## config.mk

```make
export PLATFORM = sky130hd
export DESIGN_NAME = qspi_mem_ctrl_flat
export DESIGN_NICKNAME = d
export VERILOG_FILES = /design/src/rtl/qspi_mem_ctrl_if.sv /design/src/rtl/qspi_mem_ctrl.sv /design/src/flat_wrapper.sv
export SDC_FILE = /design/constraint.sdc
export NUM_CORES = 1
export LEC_CHECK = 0
export CAP_MARGIN = 10
export CORE_MARGIN = 2
export CORE_UTILIZATION = 46
export DETAILED_ROUTE_END_ITERATION = 6
export PLACE_DENSITY = 0.85
export SETUP_SLACK_MARGIN = 0.3
export SYNTH_ARGS = -nofsm -noshare
export SYNTH_HDL_FRONTEND = slang
export SYNTH_SLANG_ARGS = --single-unit
```

## constraint.sdc

```tcl
create_clock -name clock -period 2.11 [get_ports clock]
set_input_delay 0.422 -clock clock [delete_from_list [all_inputs] [get_ports clock]]
set_output_delay 0.422 -clock clock [all_outputs]
set_load 0.1 [all_outputs]
```

## src/rtl/qspi_mem_ctrl_if.sv

```systemverilog
// Request/response bus between the control unit (master) and qspi_mem_ctrl (slave).
// Carries the burst request handshake, write-byte feed, read-byte return and completion status.
interface qspi_mem_ctrl_if #(
  parameter int ADDRESS_WIDTH = 24,
  parameter int NUM_DEVICES   = 3,
  parameter int MAX_BURST     = 4
);
  localparam int DEV_W = (NUM_DEVICES > 1) ? $clog2(NUM_DEVICES) : 1;
  localparam int LEN_W = (MAX_BURST > 1) ? $clog2(MAX_BURST) : 1;

  logic                     req_valid;
  logic                     req_ready;
  logic                     req_write;
  logic [DEV_W-1:0]         req_dev;
  logic [ADDRESS_WIDTH-1:0] req_addr;
  logic [LEN_W-1:0]         req_len;
  logic [7:0]               wr_data;
  logic                     wr_data_ready;
  logic [7:0]               rd_data;
  logic                     rd_valid;
  logic                     done;
  logic                     err;

  modport master (
    output req_valid, req_write, req_dev, req_addr, req_len, wr_data,
    input  req_ready, wr_data_ready, rd_data, rd_valid, done, err
  );

  modport slave (
    input  req_valid, req_write, req_dev, req_addr, req_len, wr_data,
    output req_ready, wr_data_ready, rd_data, rd_valid, done, err
  );
endinterface

```

## src/rtl/qspi_mem_ctrl.sv

```systemverilog
// Quad-SPI memory controller: one burst request -> CMD/ADDR/[DUMMY]/DATA on one chip select.
// Define QSPI_MEM_CTRL_POLL_EN to poll the status register (cmd 05) after every write.
module qspi_mem_ctrl #(
  parameter int DATA_BUS_WIDTH = 8,
  parameter int ADDRESS_WIDTH  = 24,
  parameter int NUM_DEVICES    = 3,
  parameter int MAX_BURST      = 4,
  parameter int DUMMY_CYCLES   = 2
) (
  input  logic                   clock,
  input  logic                   reset,
  qspi_mem_ctrl_if.slave         bus,
  input  logic [3:0]             spi_data_in,
  output logic [3:0]             spi_data_out,
  output logic [3:0]             spi_data_oe,
  output logic                   spi_clk_out,
  output logic [NUM_DEVICES-1:0] spi_select
);
  localparam int DEV_W     = (NUM_DEVICES > 1) ? $clog2(NUM_DEVICES) : 1;
  localparam int LEN_W     = (MAX_BURST > 1) ? $clog2(MAX_BURST) : 1;
  localparam int ADDR_NIBS = ADDRESS_WIDTH / 4;
  localparam int CNT_W     = 8;

  if (DATA_BUS_WIDTH != 8) begin : g_bad_data_width
    $error("qspi_mem_ctrl: DATA_BUS_WIDTH must be 8");
  end
  if ((ADDRESS_WIDTH % 4) != 0 || ADDRESS_WIDTH < 4) begin : g_bad_addr_width
    $error("qspi_mem_ctrl: ADDRESS_WIDTH must be a positive multiple of 4");
  end
  if (NUM_DEVICES < 1 || NUM_DEVICES > 8) begin : g_bad_num_devices
    $error("qspi_mem_ctrl: NUM_DEVICES must be 1..8");
  end
  if (MAX_BURST < 1 || (MAX_BURST & (MAX_BURST - 1)) != 0) begin : g_bad_max_burst
    $error("qspi_mem_ctrl: MAX_BURST must be a power of 2");
  end

  typedef enum logic [3:0] {
    S_IDLE,
    S_CMD,
    S_ADDR,
    S_DUMMY,
    S_RD_DATA,
    S_WR_DATA,
`ifdef QSPI_MEM_CTRL_POLL_EN
    S_DESEL_POLL,
    S_POLL_CMD,
    S_POLL_DATA,
`endif
    S_DESEL
  } state_t;

  state_t                   state_q, state_d;
  logic                     phase_q, phase_d;
  logic [CNT_W-1:0]         cnt_q, cnt_d;
  logic [LEN_W-1:0]         byte_q, byte_d;
  logic [LEN_W-1:0]         len_q, len_d;
  logic [DEV_W-1:0]         dev_q, dev_d;
  logic                     write_q, write_d;
  logic                     err_q, err_d;
  logic [ADDRESS_WIDTH-1:0] addr_q, addr_d;
  logic [7:0]               wbuf_q, wbuf_d;
  logic [3:0]               hi_q, hi_d;
  logic [7:0]               rd_data_q, rd_data_d;
  logic                     rd_valid_q, rd_valid_d;
  logic                     wr_rdy;
  logic                     sel_active;
  logic [7:0]               cmd_byte;

  always_ff @(posedge clock or negedge reset) begin
    if (!reset) begin
      state_q    <= S_IDLE;
      phase_q    <= 1'b0;
      cnt_q      <= '0;
      byte_q     <= '0;
      len_q      <= '0;
      dev_q      <= '0;
      write_q    <= 1'b0;
      err_q      <= 1'b0;
      addr_q     <= '0;
      wbuf_q     <= '0;
      hi_q       <= '0;
      rd_data_q  <= '0;
      rd_valid_q <= 1'b0;
    end else begin
      state_q    <= state_d;
      phase_q    <= phase_d;
      cnt_q      <= cnt_d;
      byte_q     <= byte_d;
      len_q      <= len_d;
      dev_q      <= dev_d;
      write_q    <= write_d;
      err_q      <= err_d;
      addr_q     <= addr_d;
      wbuf_q     <= wbuf_d;
      hi_q       <= hi_d;
      rd_data_q  <= rd_data_d;
      rd_valid_q <= rd_valid_d;
    end
  end

  assign cmd_byte = write_q ? 8'h02 : 8'h0B;

  // phase_q is the SPI clock level; every nibble state flips it, so a nibble ends when phase_q=1
  always_comb begin
    state_d    = state_q;
    phase_d    = 1'b0;
    cnt_d      = cnt_q;
    byte_d     = byte_q;
    len_d      = len_q;
    dev_d      = dev_q;
    write_d    = write_q;
    err_d      = err_q;
    addr_d     = addr_q;
    wbuf_d     = wbuf_q;
    hi_d       = hi_q;
    rd_data_d  = rd_data_q;
    rd_valid_d = 1'b0;
    wr_rdy     = 1'b0;
    case (state_q)
      S_IDLE: begin
        if (bus.req_valid) begin
          write_d = bus.req_write;
          addr_d  = bus.req_addr;
          dev_d   = bus.req_dev;
          len_d   = bus.req_len;
          byte_d  = '0;
          cnt_d   = '0;
          if (bus.req_write) begin
            wbuf_d = bus.wr_data;
            wr_rdy = 1'b1;
          end
          err_d   = (int'(bus.req_dev) >= NUM_DEVICES);
          state_d = (int'(bus.req_dev) >= NUM_DEVICES) ? S_DESEL : S_CMD;
        end
      end
      S_CMD: begin
        phase_d = ~phase_q;
        if (phase_q) begin
          cnt_d = cnt_q + 1'b1;
          if (cnt_q == CNT_W'(1)) begin
            cnt_d   = '0;
            state_d = S_ADDR;
          end
        end
      end
      S_ADDR: begin
        phase_d = ~phase_q;
        if (phase_q) begin
          addr_d = addr_q << 4;
          cnt_d  = cnt_q + 1'b1;
          if (cnt_q == CNT_W'(ADDR_NIBS - 1)) begin
            cnt_d = '0;
            if (write_q)               state_d = S_WR_DATA;
            else if (DUMMY_CYCLES > 0) state_d = S_DUMMY;
            else                       state_d = S_RD_DATA;
          end
        end
      end
      S_DUMMY: begin
        phase_d = ~phase_q;
        if (phase_q) begin
          cnt_d = cnt_q + 1'b1;
          if (cnt_q == CNT_W'(DUMMY_CYCLES - 1)) begin
            cnt_d   = '0;
            state_d = S_RD_DATA;
          end
        end
      end
      S_RD_DATA: begin
        phase_d = ~phase_q;
        if (phase_q) begin
          cnt_d = cnt_q + 1'b1;
          if (!cnt_q[0]) begin
            hi_d = spi_data_in;
          end else begin
            rd_data_d  = {hi_q, spi_data_in};
            rd_valid_d = 1'b1;
            if (byte_q == len_q) begin
              cnt_d   = '0;
              state_d = S_DESEL;
            end else begin
              byte_d = byte_q + 1'b1;
            end
          end
        end
      end
      S_WR_DATA: begin
        phase_d = ~phase_q;
        if (phase_q) begin
          cnt_d = cnt_q + 1'b1;
          if (cnt_q[0]) begin
            if (byte_q == len_q) begin
              cnt_d = '0;
`ifdef QSPI_MEM_CTRL_POLL_EN
              state_d = S_DESEL_POLL;
`else
              state_d = S_DESEL;
`endif
            end else begin
              byte_d = byte_q + 1'b1;
              wbuf_d = bus.wr_data;
              wr_rdy = 1'b1;
            end
          end
        end
      end
`ifdef QSPI_MEM_CTRL_POLL_EN
      S_DESEL_POLL: begin
        cnt_d = cnt_q + 1'b1;
        if (cnt_q == CNT_W'(1)) begin
          cnt_d   = '0;
          state_d = S_POLL_CMD;
        end
      end
      S_POLL_CMD: begin
        phase_d = ~phase_q;
        if (phase_q) begin
          cnt_d = cnt_q + 1'b1;
          if (cnt_q == CNT_W'(1)) begin
            cnt_d   = '0;
            state_d = S_POLL_DATA;
          end
        end
      end
      S_POLL_DATA: begin
        phase_d = ~phase_q;
        if (phase_q) begin
          cnt_d = cnt_q + 1'b1;
          if (!cnt_q[0]) begin
            hi_d = spi_data_in;
          end else begin
            // Busy bit set: stay selected and read status again
            cnt_d = '0;
            if (!spi_data_in[0]) state_d = S_DESEL;
          end
        end
      end
`endif
      S_DESEL: begin
        cnt_d = cnt_q + 1'b1;
        if (cnt_q == CNT_W'(1)) begin
          cnt_d   = '0;
          state_d = S_IDLE;
        end
      end
      default: state_d = S_IDLE;
    endcase
  end

  always_comb begin
    spi_data_oe  = 4'h0;
    spi_data_out = 4'h0;
    sel_active   = 1'b0;
    case (state_q)
      S_CMD: begin
        spi_data_oe  = 4'hF;
        spi_data_out = cnt_q[0] ? cmd_byte[3:0] : cmd_byte[7:4];
        sel_active   = 1'b1;
      end
      S_ADDR: begin
        spi_data_oe  = 4'hF;
        spi_data_out = addr_q[ADDRESS_WIDTH-1 -: 4];
        sel_active   = 1'b1;
      end
      S_WR_DATA: begin
        spi_data_oe  = 4'hF;
        spi_data_out = cnt_q[0] ? wbuf_q[3:0] : wbuf_q[7:4];
        sel_active   = 1'b1;
      end
      S_DUMMY, S_RD_DATA: sel_active = 1'b1;
`ifdef QSPI_MEM_CTRL_POLL_EN
      S_POLL_CMD: begin
        spi_data_oe  = 4'hF;
        spi_data_out = cnt_q[0] ? 4'h5 : 4'h0;
        sel_active   = 1'b1;
      end
      S_POLL_DATA: sel_active = 1'b1;
`endif
      default: ;
    endcase
  end

  for (genvar gi = 0; gi < NUM_DEVICES; gi++) begin : g_sel
    assign spi_select[gi] = ~(sel_active && (dev_q == DEV_W'(gi)));
  end

  assign spi_clk_out       = phase_q;
  assign bus.req_ready     = (state_q == S_IDLE);
  assign bus.wr_data_ready = wr_rdy;
  assign bus.rd_data       = rd_data_q;
  assign bus.rd_valid      = rd_valid_q;
  assign bus.done          = (state_q == S_DESEL) && (cnt_q == CNT_W'(1));
  assign bus.err           = bus.done && err_q;
endmodule
```

## src/flat_wrapper.sv

```systemverilog
// flat-port wrapper written by rule: the top's interface ports become plain ports
module qspi_mem_ctrl_flat 
#(
  parameter int DATA_BUS_WIDTH = 8,
  parameter int ADDRESS_WIDTH  = 24,
  parameter int NUM_DEVICES    = 3,
  parameter int MAX_BURST      = 4,
  parameter int DUMMY_CYCLES   = 2
)
  (clock, reset, spi_data_in, spi_data_out, spi_data_oe, spi_clk_out, spi_select, bus_req_valid, bus_req_write, bus_req_dev, bus_req_addr, bus_req_len, bus_wr_data, bus_req_ready, bus_wr_data_ready, bus_rd_data, bus_rd_valid, bus_done, bus_err);
  qspi_mem_ctrl_if #(.ADDRESS_WIDTH(ADDRESS_WIDTH), .NUM_DEVICES(NUM_DEVICES), .MAX_BURST(MAX_BURST)) bus_i ();
  input  logic clock;
  input  logic reset;
  input  logic [3:0] spi_data_in;
  output logic [3:0] spi_data_out;
  output logic [3:0] spi_data_oe;
  output logic spi_clk_out;
  output logic [NUM_DEVICES-1:0] spi_select;
  input wire logic [$bits(bus_i.req_valid)-1:0] bus_req_valid;
  input wire logic [$bits(bus_i.req_write)-1:0] bus_req_write;
  input wire logic [$bits(bus_i.req_dev)-1:0] bus_req_dev;
  input wire logic [$bits(bus_i.req_addr)-1:0] bus_req_addr;
  input wire logic [$bits(bus_i.req_len)-1:0] bus_req_len;
  input wire logic [$bits(bus_i.wr_data)-1:0] bus_wr_data;
  output wire logic [$bits(bus_i.req_ready)-1:0] bus_req_ready;
  output wire logic [$bits(bus_i.wr_data_ready)-1:0] bus_wr_data_ready;
  output wire logic [$bits(bus_i.rd_data)-1:0] bus_rd_data;
  output wire logic [$bits(bus_i.rd_valid)-1:0] bus_rd_valid;
  output wire logic [$bits(bus_i.done)-1:0] bus_done;
  output wire logic [$bits(bus_i.err)-1:0] bus_err;
  assign bus_i.req_valid = bus_req_valid;
  assign bus_i.req_write = bus_req_write;
  assign bus_i.req_dev = bus_req_dev;
  assign bus_i.req_addr = bus_req_addr;
  assign bus_i.req_len = bus_req_len;
  assign bus_i.wr_data = bus_wr_data;
  assign bus_req_ready = bus_i.req_ready;
  assign bus_wr_data_ready = bus_i.wr_data_ready;
  assign bus_rd_data = bus_i.rd_data;
  assign bus_rd_valid = bus_i.rd_valid;
  assign bus_done = bus_i.done;
  assign bus_err = bus_i.err;
  qspi_mem_ctrl #(.DATA_BUS_WIDTH(DATA_BUS_WIDTH), .ADDRESS_WIDTH(ADDRESS_WIDTH), .NUM_DEVICES(NUM_DEVICES), .MAX_BURST(MAX_BURST), .DUMMY_CYCLES(DUMMY_CYCLES)) u_core (.clock(clock), .reset(reset), .bus(bus_i), .spi_data_in(spi_data_in), .spi_data_out(spi_data_out), .spi_data_oe(spi_data_oe), .spi_clk_out(spi_clk_out), .spi_select(spi_select));
endmodule
```

==> qor.yml <==
global_routing:
  grt_max_degree: 66
  overflow: 0
  antenna_found_initial: 0
  grt_pass1_vias: 3024
  track_usage_pct: 24.3
  grt_pass1_wl_um: 14600
final_layout:
  fillers: 444
  diodes: 0
  final_common_cell: "dfrtp_1"
  mostFrequentLayoutCells: "dfrtp_1 (57), nand2_1 (42), clkdlybuf4s50_1 (42), buf_4 (42), o21ai_0 (27)"
  fin_nets: 489
  area_growth_syn_to_layout_pct: 59.6
  drive_gt1_share_pct: 42.6
critical_path:
  end_kind: "output pin"
  cp.arrival_ns: 1.90
  endpoint: "bus_err"
  required_ns: 1.69
  cp-startpoint: "u_core.cnt_q[1]"
  path_max_fanout: 3
  r2r_cells: 10
  worstReg2RegEnd: "u_core.state_q[2]"
  rr_startpoint: "u_core.cnt_q[1]"
  start_kind: "flop"
  crit_type: "flop to output pin"
  r2r_slack_ns: -0.11
floorplan:
  core_area_mm2: 0.00714
  die-height_um: 89.2
  dieArea_mm2: 0.00795
  die_w_um: 89.2
  rows: 31
  start_util_pct: 46.8
  io_pins: 69
detailed_routing:
  ant_nets: 0
  wl_per_cell_um: 19.4
  drt_iter0_drc: 245
  wl_um: 10600
  vias: 3169
  drc: 0
  drt-pass1-iter-count: 6
  avgViaCountPerCell: 5.79
logic_synthesis:
  syn_inst: 324
  synth.avg_cell_area_um2: 10.3
  synth-seq-cells: 65
  syn_area_mm2: 0.00334
  synth_nets: 370
  synth_edf_count: 0
  ys_dominant_reg_cell: "dfrtp_1"
  yosys_warnings: 0
  synthArstFlopShare_pct: 100
  synth_cell_types: 57
  yosysSeqAreaShare_pct: 48.7
clocking:
  cts_htree_levels: 3
  cts_tree: "built"
  clk_latency_ns: 0.35
  cts.clk_slew.worst_paths_ns: 0.07
  cts.path.max_buffers: 2
  cts_root_buf: "clkbuf_8"
  numCtsBuffers: 9
  clock_sinks: 65
timing:
  slew_viol_final: 0
  clock.fmax_ghz: 0.430
  rsz0062_at_grt: "true"
  worst_slack_ns: -0.214
  setup_viol: 15
  clock_skew_ns: 0.0132
  hold_viol: 0
  post-route-min-period_ns: 2.32
  fin_tns_setup_ns: -0.848
  relSlewSlack_pct: 62.6
  tightest_slew_ns: 0.557
  final.period_utilization_pct: 110
place:
  place.gp.congestion: 0.901
  dpl.hpwl_um: 5650
  portBuffers: 68
outcome:
  status: "finished with violations"
  failed_checks: "setup timing"
worst_hold_path:
  hp-class: "input pin to asynchronous set/reset pin"
run:
  cap_violations: 0
per-layer routing:
metal	GRT usage [%]	up-vias	part of all wire, %
li1	-	1389	-
met1	29.6	1557	39
met2	40.9	168	50
met3	5.17	55	6.4
met4	12.1	0	5.1
met5	0	-	0
state kept, by name, indices dropped and copies added (netlist names):
name                 flops
u_core.spi_clk_out       1
u_core.cnt_q             8
u_core.wbuf_q            8
u_core.len_q             2
u_core.byte_q            2
u_core.bus.rd_valid      1
u_core.dev_q             2
u_core.write_q           1
u_core.hi_q              4
u_core.addr_q           24
u_core.err_q             1
u_core.bus.rd_data       8
u_core.state_q           3
repair_timing:
| item | in CTS | in global routing |
|---|---|---|
| hold buffers | 0 | 0 |
| endpoints found under the setup margin | 40 | 56 |
| setup buffers | 19 | 15 |
| pin swaps | 16 | 14 |
| gates resized for setup | 39 | 56 |
| cloned | 1 | 2 |
kinds of logic after synthesis:
group                      Yosys count  synth area share (%)
xor gates and xnor gates             2                 0.525
muxes                               44                  14.1
DFF                                 65                  48.7
adders and majority gates            2                 0.750
and+or+nand+nor                    105                  15.8
AOI/OAI and AO/OA                   78                  16.4
buffers and inverters               28                  3.67
cell type report:
cell class,instances,area [µm²],area share [%]
Clock buffer,11,151,2.84
Sequential cell,65,1640,30.8
Tap cell,99,124,2.33
Timing Repair Buffer,125,1350,25.4
Clock inverter,5,38.8,0.728
Inverter,10,47.5,0.893
Multi-Input combinational cell,232,1970,37.1
worst max-delay path, cell delays in order, from the launching register on:
cell	delay (ns)
dfrtp_1	0.42
inv_2	0.10
ha_4	0.13
nor3b_4	0.24
nand2_2	0.12
nor3_4	0.19
and2_4	0.18
buf_12	0.17
worst min-delay path by stage:
stage	from	to	slack [ns]	cells after the start
finish	reset	u_core.cnt_q[3]	0.08	2
global route	reset	u_core.addr_q[2]	0.09	2
floorplan	reset	u_core.addr_q[0]	0.13	0
CTS	reset	u_core.bus.rd_data[4]	0.1	2
detailed placement	reset	u_core.cnt_q[3]	0.46	2
global placement	reset	u_core.cnt_q[3]	0.46	2
stage by stage:
step	instances	worst slack [ns]	hold WS, ns	util [%]	area, µm²
3_5_place_dp	494	0.0147	0.464	63.3	4510
3_3_place_gp	494	0.0692	0.461	63.3	4510
2_1_floorplan	324	-0.601	0.126	-	3570
4_1_cts	530	-0.157	0.0958	69.8	4980
6_report	547	-0.214	0.0827	74.6	5330
5_1_grt	547	-0.265	0.0939	74.6	5330
cells in the mapped netlist (all sizes together) (3+ instances only):
library cell / count / area [µm²]
clkbuf: 9 / 33.8
o21ai: 41 / 209
mux2i: 23 / 230
a31oi: 3 / 18.8
or2: 3 / 21.3
nor3: 4 / 20.0
nand2: 51 / 191
mux2: 21 / 240
a21oi: 4 / 20.0
dfrtp: 65 / 1630
nand2b: 6 / 37.5
and2: 4 / 25.0
a211oi: 5 / 55.1
nor2b: 5 / 31.3
inv: 10 / 37.5
nor2: 12 / 55.1
a22o: 9 / 78.8
nand3: 5 / 25.0
buf: 9 / 51.3
and3: 4 / 26.3
Power is left out: the tool's default activity adds up to more than one toggle a clock period on the data nets, which glitch-free logic cannot reach.
